--- src/rtl/imem_loader_ctrl.sv ---
// Boot loader / fetch arbiter for the instruction RAM: length-prefixed UART image -> RAM, then core fetch.
// Latency: last byte at t -> mem_we at t+1, stall release at t+2; rx_ready has no backpressure while loading.
module imem_loader_ctrl #(
   parameter int DEPTH_LOG2 = 10,
   parameter int PC_W       = 27
) (
   input  logic                  clk,
   input  logic                  rst,
   input  logic                  rx_valid,
   input  logic [7:0]            rx_data,
   output logic                  rx_ready,
   input  logic                  reload,
   input  logic [PC_W-1:0]       pc,
   input  logic                  fetch_req,
   output logic                  inst_valid,
   output logic                  core_stall,
   output logic                  load_done,
   output logic                  load_err,
   output logic                  mem_we,
   output logic [DEPTH_LOG2-1:0] mem_waddr,
   output logic [31:0]           mem_wdata,
   output logic [DEPTH_LOG2-1:0] mem_raddr
);

   typedef enum logic [1:0] {S_LEN, S_DATA, S_RUN, S_ERR} state_t;

   localparam logic [31:0] MAX_LEN = 32'd1 << DEPTH_LOG2;

   state_t                state_q, state_d;
   logic [1:0]            byte_cnt_q;
   logic [23:0]           asm_q;
   logic [DEPTH_LOG2:0]   word_cnt_q;
   logic [DEPTH_LOG2:0]   len_q;
   logic                  wr_pend_q;
   logic [DEPTH_LOG2-1:0] wr_addr_q;
   logic [31:0]           wr_data_q;
   logic                  fetch_q;

   logic        accept;
   logic        word_done;
   logic [31:0] word;
   logic        last_wr;
   logic        done;
   logic        unused_pc;

   assign accept    = rx_valid & rx_ready;
   assign word_done = accept && (byte_cnt_q == 2'd3);
   assign word      = {rx_data, asm_q};
   // word_cnt_q has already advanced past the pending write
   assign last_wr   = wr_pend_q && (word_cnt_q == len_q);
   assign unused_pc = ^{pc[PC_W-1:DEPTH_LOG2+2], pc[1:0]};

   always_comb begin
      state_d = state_q;
      done    = 1'b0;
      case (state_q)
         S_LEN: begin
            if (word_done) begin
               if (word == 32'd0) begin
                  state_d = S_RUN;
                  done    = 1'b1;
               end else if (word > MAX_LEN) begin
                  state_d = S_ERR;
               end else begin
                  state_d = S_DATA;
               end
            end
         end
         S_DATA: begin
            if (last_wr) begin
               state_d = S_RUN;
               done    = 1'b1;
            end
         end
         S_RUN: begin
            if (reload) state_d = S_LEN;
         end
         default: state_d = S_ERR;
      endcase
   end

   always_ff @(posedge clk) begin
      if (rst) begin
         state_q    <= S_LEN;
         byte_cnt_q <= 2'd0;
         asm_q      <= 24'd0;
         word_cnt_q <= '0;
         len_q      <= '0;
         wr_pend_q  <= 1'b0;
         wr_addr_q  <= '0;
         wr_data_q  <= 32'd0;
         fetch_q    <= 1'b0;
      end else begin
         state_q   <= state_d;
         fetch_q   <= (state_q == S_RUN) && fetch_req && !reload;
         wr_pend_q <= (state_q == S_DATA) && word_done;
         if (accept) begin
            byte_cnt_q <= byte_cnt_q + 2'd1;
            case (byte_cnt_q)
               2'd0:    asm_q[7:0]   <= rx_data;
               2'd1:    asm_q[15:8]  <= rx_data;
               2'd2:    asm_q[23:16] <= rx_data;
               default: ;
            endcase
         end
         if ((state_q == S_LEN) && word_done) begin
            len_q      <= word[DEPTH_LOG2:0];
            word_cnt_q <= '0;
         end
         if ((state_q == S_DATA) && word_done) begin
            wr_addr_q  <= word_cnt_q[DEPTH_LOG2-1:0];
            wr_data_q  <= word;
            word_cnt_q <= word_cnt_q + 1'b1;
         end
         if ((state_q == S_RUN) && reload) begin
            byte_cnt_q <= 2'd0;
            word_cnt_q <= '0;
         end
      end
   end

   // Everything is gated by rst so outputs are quiet during the reset cycles themselves
   assign rx_ready   = !rst && ((state_q == S_LEN) || (state_q == S_DATA));
   assign core_stall = rst || (state_q != S_RUN);
   assign load_done  = !rst && done;
   assign load_err   = !rst && (state_q == S_ERR);
   assign mem_we     = !rst && wr_pend_q && (state_q == S_DATA);
   assign mem_waddr  = mem_we ? wr_addr_q : '0;
   assign mem_wdata  = mem_we ? wr_data_q : 32'd0;
   assign mem_raddr  = (!rst && (state_q == S_RUN)) ? pc[DEPTH_LOG2+1:2] : '0;
   assign inst_valid = !rst && fetch_q;

endmodule

--- config.mk ---
export PLATFORM = sky130hd
export DESIGN_NAME = imem_loader_ctrl
export DESIGN_NICKNAME = d
export VERILOG_FILES = /design/src/rtl/imem_loader_ctrl.sv
export SDC_FILE = /design/constraint.sdc
export NUM_CORES = 1
export LEC_CHECK = 0
export CORE_MARGIN = 3
export CORE_UTILIZATION = 45
export CTS_BUF_LIST = sky130_fd_sc_hd__clkbuf_2 sky130_fd_sc_hd__clkbuf_4 sky130_fd_sc_hd__clkbuf_8
export DETAILED_ROUTE_END_ITERATION = 8
export GPL_TIMING_DRIVEN = 0
export PLACE_DENSITY_LB_ADDON = 0.05
export SYNTH_ARGS = -nofsm -noshare
export SYNTH_HDL_FRONTEND = slang
export SYNTH_SLANG_ARGS = --single-unit
--- constraint.sdc ---
create_clock -name clk -period 2.35 [get_ports clk]
set_clock_uncertainty 0.1 [all_clocks]
set_input_delay 0.47 -clock clk [delete_from_list [all_inputs] [get_ports clk]]
set_output_delay 0.47 -clock clk [all_outputs]
set_load 0.03 [all_outputs]
==> results.txt, run 1 <==
The flow ran to the end, but the final reports show violations. The checks that failed: setup timing. During synthesis, Yosys emitted a total of 0 warnings. The core region is 8890 um^2. The count of hold-fix buffers inserted at cts came out at 0. The logic depth of the worst path, buffers included came out at 7. The routed length per placed instance is 15.2 um.

The share of the clock period used by the worst path is 115%. The first-pass detailed-route iteration total is 5. The cell class contributing the biggest share of worst-path delay is simple AND/OR/NAND/NOR gates. In this run the critical register-to-register path is launched from state_q[0]$_SDFFE_PP0P_. The number of max-cap violations came out at 0. The post-detailed-placement half-perimeter wirelength came out at 8.09 mm.

The area taken by flip-flops and latches is 1890 um^2. The leakage power total came out at 2.20 nW. The slack of the worst reg-to-reg path is 0.17 ns.

Setup repair after global routing could not meet its margin everywhere. Data on the critical path arrives at its endpoint at 2.14 ns. The floorplan step set the die width to 103 um. The signal on the critical path passes through dlygate4sd2_1, o21ba_4, and3_4, nand2_4, or4_4, a21boi_4, buf_6. The final design utilization is 65.5%.

The worst pin sits at a relative slew slack of 64.5%. The synthesized netlist occupies a cell area of 4200 um^2. The count of final hold-check violations is 0.

The initial core utilization is 47.2%. Data on the critical path is required at its endpoint by 1.78 ns. For this design the ratio of total power to cell area is 631 nW/um^2.

The slowest stage of the critical path is the sky130_fd_sc_hd__or4_4 cell. The count of pins on the block boundary is 98. The switching power came out at 0.00111 W. The number of buffers inserted during clock tree synthesis is 9. The final setup violation count came out at 46. The remaining global-route overflow came out at 0. The sequential-to-total area share from yosys stat came out at 44.8%. The number of antenna cells inserted came out at 0. The TritonCTS clock tree is done.

The worst hold path belongs to the class reg -> reg. Net switching is 30.2% of the power. Entering global routing, the biggest net connects 16 pins. The clock latency at the later pin of the worst-skew pair came out at 0.37 ns. Sequential cells account for 46.3% of the total power. IR analysis of the VDD net gives a maximum drop of 0.331 mV.

The number of nets with antenna violations after detailed routing came out at 0. The post-route minimum period is 2.71 ns. The worst stage delay on the critical path came out at 0.51 ns. Cell internal power was estimated by the tool at 0.00256 W.

The number of nets handed over by synthesis was 597. Compared with the post-synthesis result, the final layout area differs by 38.7%. By startpoint and endpoint, the worst setup path is classified as in -> out. Summed over all instances, the cell type with the most area after synthesis is sky130_fd_sc_hd__dfxtp_1. Final hold analysis gives a worst-case slack of 0.359 ns. The number of different library cells in the post-synthesis netlist is 31. The final-report max-slew violation count came out at 0.

The area of the multi-input gates came out at 2350 um^2. The floorplan die area is 10500 um^2. In the final layout, the share of cells above drive strength 1 is 26.2%. The initial antenna violation count is 0. In the layout the commonest cells are 143 x sky130_fd_sc_hd__nand2_1, 91 x sky130_fd_sc_hd__a21oi_1, 90 x sky130_fd_sc_hd__dfxtp_1. Ranked by total cell area, the synthesized netlist is headed by sky130_fd_sc_hd__dfxtp_1 45%, sky130_fd_sc_hd__nand2_1 13%, sky130_fd_sc_hd__a21oi_1 11%. In this run the worst path has a maximum fanout of 6. Counting every instance in the synthesized netlist gives 547. OpenSTA, run right after detailed placement, puts the worst setup slack at -1.26 ns.

The worst setup path is captured at a primary output. In this run the critical register-to-register path is captured at wr_data_q[29]$_SDFFE_PP0P_. The buffering stage count on the worst path with inverters included came out at 2. The share of synthesized area in the top cell type comes to 44.8%. The row count came out at 34. The via count of the first global-routing pass came out at 3862. The clock slew at the register clock pins of the worst setup and hold paths is 0.09 ns. The total number of nets in the final design came out at 708.

The total vias in the final route came out at 4134. The number of buffers on the longest clock path came out at 2. The count of buffers added on input and output ports is 80. The fmax came out at 369 MHz. The depth of the most critical reg-to-reg path came out at 9. Wires add up to 11.7 mm. Leaving out fill and tap cells, the most frequent cell in the layout is sky130_fd_sc_hd__nand2_1. The final routed DRC violation total is 0. The filler cell count is 793.

Among all flip-flop cells after synthesis, the most frequent one is sky130_fd_sc_hd__dfxtp_1. The slew at the pin with the worst max-slew slack came out at 0.533 ns. The first global-routing pass estimated 18.9 mm of wire. The DRC marker count from the first detailed-route iteration came out at 245. The portion of total power attributed to combinational logic is 22.6%. In this run the mean area of a mapped cell was 7.68 um^2.

The part of the power in the clock network is 31.1%. The H-tree was split into 3 levels. The tree is rooted in a sky130_fd_sc_hd__clkbuf_8. The chip height is 103 um.

The synthesized design contains 0 enable-type register cells. The worst setup path is launched from an input port. The fraction of synthesis flops using an asynchronous set or reset pin came out at 0%. The worst setup path startpoint is rst. The final weighted congestion in routability-driven placement came out at 0.846. The count of clock tree sinks came out at 94.

The average via count per standard cell is 5.36. The synthesized design contains 94 register bits. The final worst-path setup slack is -0.359 ns. The aggregate global-route resource usage came out at 23.0%. Following the worst setup path forward leads to its endpoint at load_done.
-- cell usage after synthesis (all sizes together) (2+ instances only) --
library cell / number
nand2: 144
dfxtp: 94
a21oi: 91
and2: 54
nand3: 29
clkbuf: 23
nor2: 14
xnor2: 12
buf: 11
ha: 10
inv: 8
nor4: 8
o21ai: 8
nand4: 6
nor3: 6
and3: 4
nand3b: 4
nor2b: 4
a21o: 3
nor3b: 3
mux2i: 2
or4: 2
-- kinds of logic (layout without fill, tap and decap cells) --
group	after synthesis	after routing	share of synthesized area [%]
adders and majority gates	10	10	2.98
and+or+nand+nor	279	279	31.5
xor gates and xnor gates	12	12	2.50
AOI/OAI and AO/OA	108	108	13.6
buffers and inverters	42	158	4.08
DFF	94	94	44.8
muxes	2	2	0.477
-- per-stage QoR --
stage,power [W],cells,instance area [um^2],TNS [ns]
floorplan,0.00216,547,4220,-0.122
global placement,0.00239,735,5150,-57.78
detailed placement,0.00240,735,5150,-62.17
CTS,0.00366,770,5820,-7.35
global route,0.00383,771,5820,-9.51
finish,0.00367,771,5820,-6.87
-- power groups by stage --
stage	Clock, W	Sequential (W)	Combinational [W]
6_report	0.00114	0.00170	0.000831
5_1_grt	0.00122	0.00171	0.000907
4_1_cts	0.00116	0.00170	0.000808
3_5_place_dp	0	0.00173	0.000673
3_3_place_gp	0	0.00172	0.000664
2_1_floorplan	0	0.00171	0.000455
-- state kept, by name (all words and copies together), names as in the netlist --
name / count
asm_q: 24
byte_cnt_q: 2
fetch_q: 1
len_q: 11
state_q: 2
word_cnt_q: 11
wr_addr_q: 10
wr_data_q: 32
wr_pend_q: 1
-- worst min-delay path by stage --
stage	startpoint	end	slack, ns	cells past startpoint
after floorplan	wr_addr_q[0]$_SDFFE_PP0P_	wr_addr_q[0]$_SDFFE_PP0P_	0.33	2
after global placement	wr_addr_q[5]$_SDFFE_PP0P_	wr_addr_q[5]$_SDFFE_PP0P_	0.34	2
after detailed placement	wr_data_q[12]$_SDFFE_PP0P_	wr_data_q[12]$_SDFFE_PP0P_	0.34	2
after CTS	wr_addr_q[0]$_SDFFE_PP0P_	wr_addr_q[0]$_SDFFE_PP0P_	0.36	2
after global routing	wr_data_q[22]$_SDFFE_PP0P_	wr_data_q[22]$_SDFFE_PP0P_	0.38	2
final	wr_data_q[0]$_SDFFE_PP0P_	wr_data_q[0]$_SDFFE_PP0P_	0.36	2
-- worst reg2reg max path: cells and delay by family, from the launching register on --
family / cells / cell delay [ns]
and+or+nand+nor: 2 / 0.34
AOI/OAI and AO/OA: 2 / 0.39
buffers and inverters: 4 / 0.73
adders and majority gates: 1 / 0.15
DFF: 1 / 0.40
-- final cells by class --
class / instances / area share [%]
multi-input combinational: 411 / 40.4
sequential: 94 / 32.4
timing repair buffer: 100 / 17.0
buffer: 34 / 3.48
clock buffer: 12 / 2.73
tap: 108 / 2.32
clock inverter: 4 / 0.945
inverter: 8 / 0.666
-- layer usage --
metal / share of wire (%) / GRT usage, % / wire (um) / up-vias
li1: - / - / - / 2040
met1: 44 / 30.7 / 5130 / 1941
met2: 49 / 37.3 / 5690 / 140
met3: 6.4 / 4.40 / 746 / 13
met4: 1.4 / 8.17 / 159 / 0
met5: 0 / 0 / 0 / -
-- what timing repair did --
| item | in CTS | in global routing |
|---|---|---|
| cloned | 5 | 0 |
| endpoints found under the setup margin | 58 | 57 |
| pin swaps | 45 | 12 |
| setup buffers | 14 | 3 |
| resized for setup | 447 | 37 |
(Power assumes the default switching activity.)
==> inputs of run 2 (changes only) <==
- PLACE_DENSITY: unset -> 0.78
- PLACE_DENSITY_LB_ADDON: 0.05 -> unset
- SLEW_MARGIN: unset -> 30
==> run 2 against run 1 <==
  * The run still ends with setup timing left
  * Sequential power barely moved
  * Via count is 2.0% higher
  * Utilization fell by 0.75 points
  * Sequential cell count unchanged
  * Critical path type unchanged
  * Fmax is 1.0% lower
  * Wire length increased by 2.9%
==> results.txt, run 2 (synthesis results as in run 1) <==
The count of hold-fix buffers inserted at cts is 0 (unchanged). The final design utilization is 64.7% (-0.75 points). The worst register-to-register path begins at state_q[1]$_SDFFE_PP0P_. The standard cell core area came out at 8890 um^2 (unchanged). The number of buffers inserted during clock tree synthesis came to 9 (unchanged). The count of clock tree sinks is 94 (unchanged). The number of max-cap violations is 0 (unchanged). The sequential group share of total power came out at 48.8% (+2.5 points).

The signal on the critical path passes through dlygate4sd2_1, o21ba_4, and3_4, nand2_2, or4_4, a21boi_4, buf_6. The switching power came to 0.00112 W (+1.1%). The number of cells on the worst hold path is 2 (unchanged). The tree is rooted in a sky130_fd_sc_hd__clkbuf_8. The total vias in the final route is 4217 (+2.0%). The row count came out at 34 (unchanged).

The final worst-path setup slack is -0.387 ns (-0.0281 ns). The share of the clock period used by the worst path is 116% (+1.2 points). The routed length per placed instance came out at 15.7 um (+3.3%).

The average via count per standard cell came out at 5.49 (+2.4%). The chip height was 103 um (unchanged). The slew at the pin with the worst max-slew slack came out at 0.512 ns (-0.0205 ns). The buffering stage count on the worst path with inverters included was 2 (unchanged). The clock latency at the later pin of the worst-skew pair came out at 0.36 ns (about the same). The power after layout was 0.00349 W (-5.0%). The number of nets with antenna violations after detailed routing was 0 (unchanged). The initial core utilization came to 47.2% (unchanged). The number of cells after detailed placement is 735 (unchanged). The sink of the worst hold path is wr_data_q[11]$_SDFFE_PP0P_.

The largest driver fanout on the critical path came out at 6 (unchanged). The worst supply voltage drop on vdd is 0.354 mV (+7.0%). The worst setup path is launched from an input port.

The number of cells in the finished layout apart from fillers came to 768 (-0.39%). The worst stage delay on the critical path came to 0.52 ns (about the same). The switching share of total power is 32.1% (+1.9 points). The final routed DRC violation total came out at 0 (unchanged). The routed metal-1 wirelength came out at 5.07 mm (-1.1%). The count of pins on the block boundary is 98 (unchanged). The post-detailed-placement half-perimeter wirelength is 8.16 mm (+0.92%). The headroom to the max-slew limit came out at 65.8% (+1.4 points). By startpoint and endpoint, the worst setup path is classified as in -> out. The largest registers in the layout are wr_data_q: 32 flops, asm_q: 24 flops. The final-report max-slew violation count came out at 0 (unchanged). The layout overhead on the synthesized area came out at 37.1%. The routed wire length is 12.1 mm (+2.9%).

The maximum level of the CTS H-tree came out at 3 (unchanged). The initial antenna violation count is 0 (unchanged). The worst endpoint required time came to 1.78 ns (about the same). In the layout the commonest cells are 143 x sky130_fd_sc_hd__nand2_1, 91 x sky130_fd_sc_hd__a21oi_1, 91 x sky130_fd_sc_hd__dfxtp_1. The hold path startpoint is wr_data_q[11]$_SDFFE_PP0P_.

The overall die width came to 103 um (unchanged). The internal power contribution came out at 0.00237 W (-7.6%). The largest register by flop count is wr_data_q. The endpoint identified for the worst register-to-register timing path is wr_data_q[22]$_SDFFE_PP0P_. The classification of the worst-slack hold path is reg -> reg. The portion of total power attributed to combinational logic came to 23.3% (+0.7 points). The aggregate global-route resource usage came out at 23.1% (+0.095 points). The slowest stage of the critical path belongs to the cell sky130_fd_sc_hd__or4_4.

The most common cell after layout, fill and taps aside is sky130_fd_sc_hd__nand2_1. The filler cell count came out at 766 (-3.4%). Setup repair after global routing could not meet its margin everywhere. The power density normalized to cell area is 606 nW/um^2 (-3.9%). STA classifies the critical path endpoint as a primary output.

The part of the power in the clock network was 27.9% (-3.2 points). The via count of the first global-routing pass is 4044 (+4.7%). The number of antenna cells inserted came out at 0 (unchanged). The slack of the worst reg-to-reg path came out at 0.13 ns (-0.04 ns). The run finished, with violations left. The detailed router used layers up to and including met4. The number of input and output port buffers inserted is 80 (unchanged). The wire length of the first global-routing pass came out at 19.5 mm (+3.1%).

The clock slew at the register clock pins of the worst setup and hold paths is 0.09 ns (about the same). The leakage power total is 2.16 nW (-2.0%). The depth of the most critical reg-to-reg path came to 9 (unchanged).

The cell family contributing the most delay on the critical path is simple AND/OR/NAND/NOR gates. The number of buffers on the longest clock path came out at 2 (unchanged). The number of flip-flops under the largest register name is 32 (unchanged). The post-route minimum period is 2.74 ns (+0.0281 ns). The fmax came out at 365 MHz (-1.0%). The sum of met2 wire segment lengths after detailed routing is 5.99 mm (+5.3%). The checks that failed: setup timing. The critical path data arrival time is 2.17 ns (+0.03 ns). The pin count of the biggest net entering global routing is 16 (unchanged). The floorplan die area was 10500 um^2 (unchanged).

The TritonCTS clock tree is done. The first-pass detailed-route iteration total came out at 5 (unchanged). The DRC marker count from the first detailed-route iteration is 195 (-20%). The total number of nets in the final design was 706 (-0.28%). The detailed-routed wire length on met3 came out at 696 um (-6.7%).

The remaining global-route overflow came out at 0 (unchanged). The final weighted congestion in routability-driven placement came out at 0.870 (+2.8%). The share of post-route cells with drive strength above 1 is 23.3% (-2.9 points). The count of final hold-check violations is 0 (unchanged). The final setup violation count is 46 (unchanged).
[run 2: cell types whose count changed in the layout (fill, tap and decap cells not counted), moves of 3 or more]
cell	before	now
sky130_fd_sc_hd__buf_6	51	48
sky130_fd_sc_hd__buf_2	15	18
sky130_fd_sc_hd__clkbuf_16	0	4
sky130_fd_sc_hd__and2_4	42	28
sky130_fd_sc_hd__and2_1	12	26
[run 2: layout make-up]
type / instances / area, um^2 / share of cell area [%]
Timing Repair Buffer: 99 / 1020 / 17.6
Multi-Input combinational cell: 411 / 2310 / 40.2
Clock inverter: 5 / 36.3 / 0.630
Tap cell: 108 / 135 / 2.35
Inverter: 8 / 41.3 / 0.717
Buffer: 33 / 193 / 3.35
Sequential cell: 94 / 1890 / 32.8
Clock buffer: 10 / 131 / 2.28
[run 2: worst register-to-register path, delay by kind of cell (launching register included)]
family,cells,cell delay (ns)
fa+ha+maj,1,0.15
buf+inv,5,0.96
flops,1,0.37
compound gates,1,0.14
simple gates,2,0.45
[run 2: worst max-delay path by stage]
stage                                from   endpoint  cells after the start
3_3_place_gp                   rx_data[7]  load_done                      7
3_5_place_dp                          rst  load_done                      7
5_1_grt        word_cnt_q[5]$_SDFFE_PP0P_  load_done                      7
4_1_cts           state_q[1]$_SDFFE_PP0P_  load_done                      8
6_report                              rst  load_done                      7
2_1_floorplan     state_q[0]$_SDFFE_PP0P_  load_done                      7
[run 2: repair_timing]
item	4_1_cts	5_1_grt
endpoints found under the hold margin	0	0
resized for setup	423	32
endpoints found under the setup margin	58	61
cloned	0	4
pin swaps	11	5
setup buffers	12	4
[run 2: power groups by stage]
| stage | clock [W] | sequential, W | combinational (W) |
|---|---|---|---|
| 2_1_floorplan | 0 | 0.00171 | 0.000455 |
| 3_3_place_gp | 0 | 0.00172 | 0.000650 |
| 3_5_place_dp | 0 | 0.00172 | 0.000667 |
| 4_1_cts | 0.000974 | 0.00170 | 0.000777 |
| 5_1_grt | 0.00106 | 0.00171 | 0.000865 |
| 6_report | 0.000974 | 0.00171 | 0.000813 |
[run 2: metal layers]
metal | up-vias | global-route usage [%]
li1 | 2036 | -
met1 | 1995 | 29.2
met2 | 152 | 39.0
met3 | 34 | 5.48
met4 | 0 | 7.57
met5 | - | 0
[run 2: metrics by stage]
stage,hold slack (ns),TNS (ns),area [um^2],setup slack (ns)
6_report,0.354,-10.69,5760,-0.387
5_1_grt,0.374,-13.07,5760,-0.454
4_1_cts,0.355,-9.35,5570,-0.369
3_5_place_dp,0.342,-62.66,5150,-1.23
3_3_place_gp,0.339,-56.85,5150,-1.23
2_1_floorplan,0.332,-0.122,4220,-0.122
==> inputs of run 3 (changes only) <==
- PLACE_DENSITY: 0.78 -> 0.79
==> run 3 against run 2 <==
  * The flow still finishes with violations (setup timing)
  * Worst hold slack better by 0.0062 ns
  * Largest power group unchanged
  * Sequential power hardly changed
  * First-iteration DRC count is 43% higher
==> results.txt, run 3 (synthesis results as in run 1) <==
STA classifies the critical path startpoint as an input port. The count of hold-fix buffers inserted at cts came out at 0 (unchanged). The flow ran to the end, but the final reports show violations.

The final worst-path setup slack came out at -0.380 ns (+0.00650 ns). In this run the critical register-to-register path is captured at wr_data_q[24]$_SDFFE_PP0P_. The row count was 34 (unchanged). Setup repair after global routing could not meet its margin everywhere. The buffering stage count on the worst path with inverters included is 2 (unchanged). The number of antenna cells inserted came out at 0 (unchanged). The logic depth of the worst path, buffers included is 6 (-1). The origin of the critical flop-to-flop path is state_q[1]$_SDFFE_PP0P_. The standard cell with the maximum stage delay on the critical path is sky130_fd_sc_hd__or4_4. CTS placed an instance of sky130_fd_sc_hd__clkbuf_8 at the clock tree root.

The number of max-cap violations is 0 (unchanged). The critical path data arrival time is 2.16 ns (about the same). The sum of met2 wire segment lengths after detailed routing came out at 6.11 mm (+2.0%). The aggregate global-route resource usage is 23.1% (about the same). The pre-CTS setup slack is -1.23 ns (+0.00720 ns). The share of post-route cells with drive strength above 1 came to 26.1% (+2.7 points). The number of flip-flops under the largest register name came to 32 (unchanged). The final weighted congestion in routability-driven placement came to 0.882 (+1.4%). The number of input and output port buffers inserted is 80 (unchanged).

The chip height came to 103 um (unchanged). The worst supply voltage drop on vdd came out at 0.341 mV (-3.7%). The maximum level of the CTS H-tree is 3 (unchanged). The filler cell count is 767 (+0.13%). The first-pass detailed-route iteration total is 5 (unchanged).

The post-place instance area came to 5150 um^2 (unchanged). The initial core utilization is 47.2% (unchanged). The signal on the critical path passes through dlygate4sd2_1, nor4_1, nand3_2, or4_4, a21boi_4, buf_6. The initial antenna violation count is 0 (unchanged). The count of pins on the block boundary was 98 (unchanged).

In the layout the commonest cells are 143 x sky130_fd_sc_hd__nand2_1, 91 x sky130_fd_sc_hd__a21oi_1, 89 x sky130_fd_sc_hd__dfxtp_1. The most critical setup path has its startpoint at rx_data[1]. The worst endpoint required time is 1.78 ns (about the same). The total number of nets in the final design is 705 (-0.14%). The largest registers in the layout are wr_data_q: 32 flops, asm_q: 24 flops. TritonCTS built the clock tree. The clock latency at the later pin of the worst-skew pair came out at 0.36 ns (about the same). The count of final hold-check violations is 0 (unchanged). The power after layout came out at 0.00365 W (+4.6%). The worst setup path is captured at a primary output. The count of clock tree sinks came out at 94 (unchanged).

The post-detailed-placement half-perimeter wirelength is 8.08 mm (-0.98%). The final-report max-slew violation count came out at 0 (unchanged). The largest register by flop count is wr_data_q.

The pin count of the biggest net entering global routing came out at 17 (+1). The setup path with the least slack is of type in -> out. The number of nets with antenna violations after detailed routing is 0 (unchanged). The total vias in the final route came out at 4137 (-1.9%). The number of cells in the finished layout apart from fillers is 768 (unchanged). The depth of the most critical reg-to-reg path came to 10 (+1). The remaining global-route overflow is 0 (unchanged).

The standard cell core area came out at 8890 um^2 (unchanged). The most critical setup path has its endpoint at load_done. The cell class contributing the biggest share of worst-path delay is simple AND/OR/NAND/NOR gates. The routed metal-1 wirelength is 4.79 mm (-5.7%).

The DRC marker count from the first detailed-route iteration is 279 (+43%). The highest routed metal layer is met4. The slew at the pin with the worst max-slew slack came to 0.544 ns (+0.0317 ns). The number of buffers on the longest clock path is 2 (unchanged). The checks that failed: setup timing.

The overall die width is 103 um (unchanged). The final setup violation count is 47 (+2.2%). The routed wire length is 11.8 mm (-2.2%). The most common cell after layout, fill and taps aside is sky130_fd_sc_hd__nand2_1. The layout overhead on the synthesized area is 38.6%. The share of the clock period used by the worst path was 116% (-0.28 points). The final standard cell area without fillers was 5820 um^2 (+1.1%).

The wire length of the first global-routing pass is 19.3 mm (-0.99%). The post-route minimum period came out at 2.73 ns (-0.00650 ns). The floorplan die area is 10500 um^2 (unchanged). The detailed-routed wire length on met3 is 796 um (+14%). The headroom to the max-slew limit came out at 63.7% (-2.1 points).

The slack of the worst reg-to-reg path came out at 0.13 ns (about the same). The worst hold path belongs to the class reg -> reg. The largest driver fanout on the critical path is 5 (-1).

The clock slew at the register clock pins of the worst setup and hold paths is 0.10 ns (about the same). The number of buffers inserted during clock tree synthesis came to 9 (unchanged). The worst stage delay on the critical path is 0.56 ns (+0.04 ns). The routed length per placed instance is 15.4 um (-2.2%). The average via count per standard cell came out at 5.39 (-1.9%). The power density normalized to cell area was 627 nW/um^2 (+3.5%). The via count of the first global-routing pass came out at 3998 (-1.1%).

The fmax is 366 MHz (+0.24%). The final routed DRC violation total came to 0 (unchanged). The leakage power total came out at 2.18 nW (+0.99%).

The number of cells after detailed placement came out at 735 (unchanged).
==> run 3: cell types whose count changed in the layout (fill, tap and decap cells not counted), moves of 4 or more <==
cell | previous run | this run
sky130_fd_sc_hd__buf_2 | 18 | 9
sky130_fd_sc_hd__and2_1 | 26 | 12
sky130_fd_sc_hd__clkbuf_16 | 4 | 0
sky130_fd_sc_hd__and2_4 | 28 | 42
sky130_fd_sc_hd__clkdlybuf4s15_2 | 0 | 4
sky130_fd_sc_hd__buf_6 | 48 | 53
sky130_fd_sc_hd__dlygate4sd2_1 | 13 | 9
==> run 3: per-stage QoR <==
| stage | hold WS [ns] | util, % | TNS, ns |
|---|---|---|---|
| floorplan | 0.332 | - | -0.122 |
| global placement | 0.338 | 58.0 | -56.20 |
| detailed placement | 0.342 | 58.0 | -59.43 |
| CTS | 0.360 | 65.0 | -6.43 |
| global route | 0.374 | 65.4 | -9.64 |
| finish | 0.360 | 65.4 | -6.77 |
==> run 3: report_power, final <==
group	switching [W]	total, W	internal [W]	leakage [nW]
clock	0.000583	0.00109	0.000512	0.101
combinational	0.000484	0.000856	0.000372	1.32
sequential	0.0000592	0.00170	0.00164	0.761
==> run 3: final cells by class <==
| class | count | area, um^2 | share of cell area, % |
|---|---|---|---|
| clock buffer | 10 | 131 | 2.26 |
| tap | 108 | 135 | 2.32 |
| multi-input combinational | 411 | 2360 | 40.5 |
| timing repair buffer | 98 | 1010 | 17.4 |
| inverter | 8 | 38.8 | 0.667 |
| clock inverter | 6 | 68.8 | 1.18 |
| buffer | 33 | 185 | 3.18 |
| sequential | 94 | 1890 | 32.5 |
==> run 3: timing repair <==
item                                   in CTS  in global routing
gates resized for setup                   442                 52
buffers inserted                           10                  3
gates cloned                                5                  0
endpoints found under the hold margin       0                  0
pin swaps                                  40                 15
setup endpoints to repair                  58                 57
==> run 3: how the worst min path moves through the flow <==
stage                     cells past startpoint  slack (ns)                   endpoint                 startpoint
after detailed placement                      2        0.34  wr_data_q[5]$_SDFFE_PP0P_  wr_data_q[5]$_SDFFE_PP0P_
after global routing                          2        0.37  wr_data_q[4]$_SDFFE_PP0P_  wr_data_q[4]$_SDFFE_PP0P_
final                                         2        0.36  wr_addr_q[5]$_SDFFE_PP0P_  wr_addr_q[5]$_SDFFE_PP0P_
after global placement                        2        0.34  wr_addr_q[4]$_SDFFE_PP0P_  wr_addr_q[4]$_SDFFE_PP0P_
after CTS                                     2        0.36  wr_data_q[5]$_SDFFE_PP0P_  wr_data_q[5]$_SDFFE_PP0P_
after floorplan                               2        0.33  wr_addr_q[0]$_SDFFE_PP0P_  wr_addr_q[0]$_SDFFE_PP0P_
==> run 3: worst register-to-register path, cell delays in order, from the launching register on <==
cell and delay, ns:
sky130_fd_sc_hd__dfxtp_2 0.35, sky130_fd_sc_hd__inv_4 0.08, sky130_fd_sc_hd__ha_4 0.14, sky130_fd_sc_hd__buf_6 0.10, sky130_fd_sc_hd__buf_4 0.10, sky130_fd_sc_hd__buf_4 0.15, sky130_fd_sc_hd__nand4_1 0.28, sky130_fd_sc_hd__inv_2 0.32
sky130_fd_sc_hd__buf_2 0.26, sky130_fd_sc_hd__nand2_1 0.10, sky130_fd_sc_hd__a21oi_1 0.17
==> run 3: routing by layer <==
metal,GRT usage (%),vias to the layer above
met5,0,-
met4,6.16,0
met3,5.07,9
met2,40.5,145
met1,28.7,1951
li1,-,2032
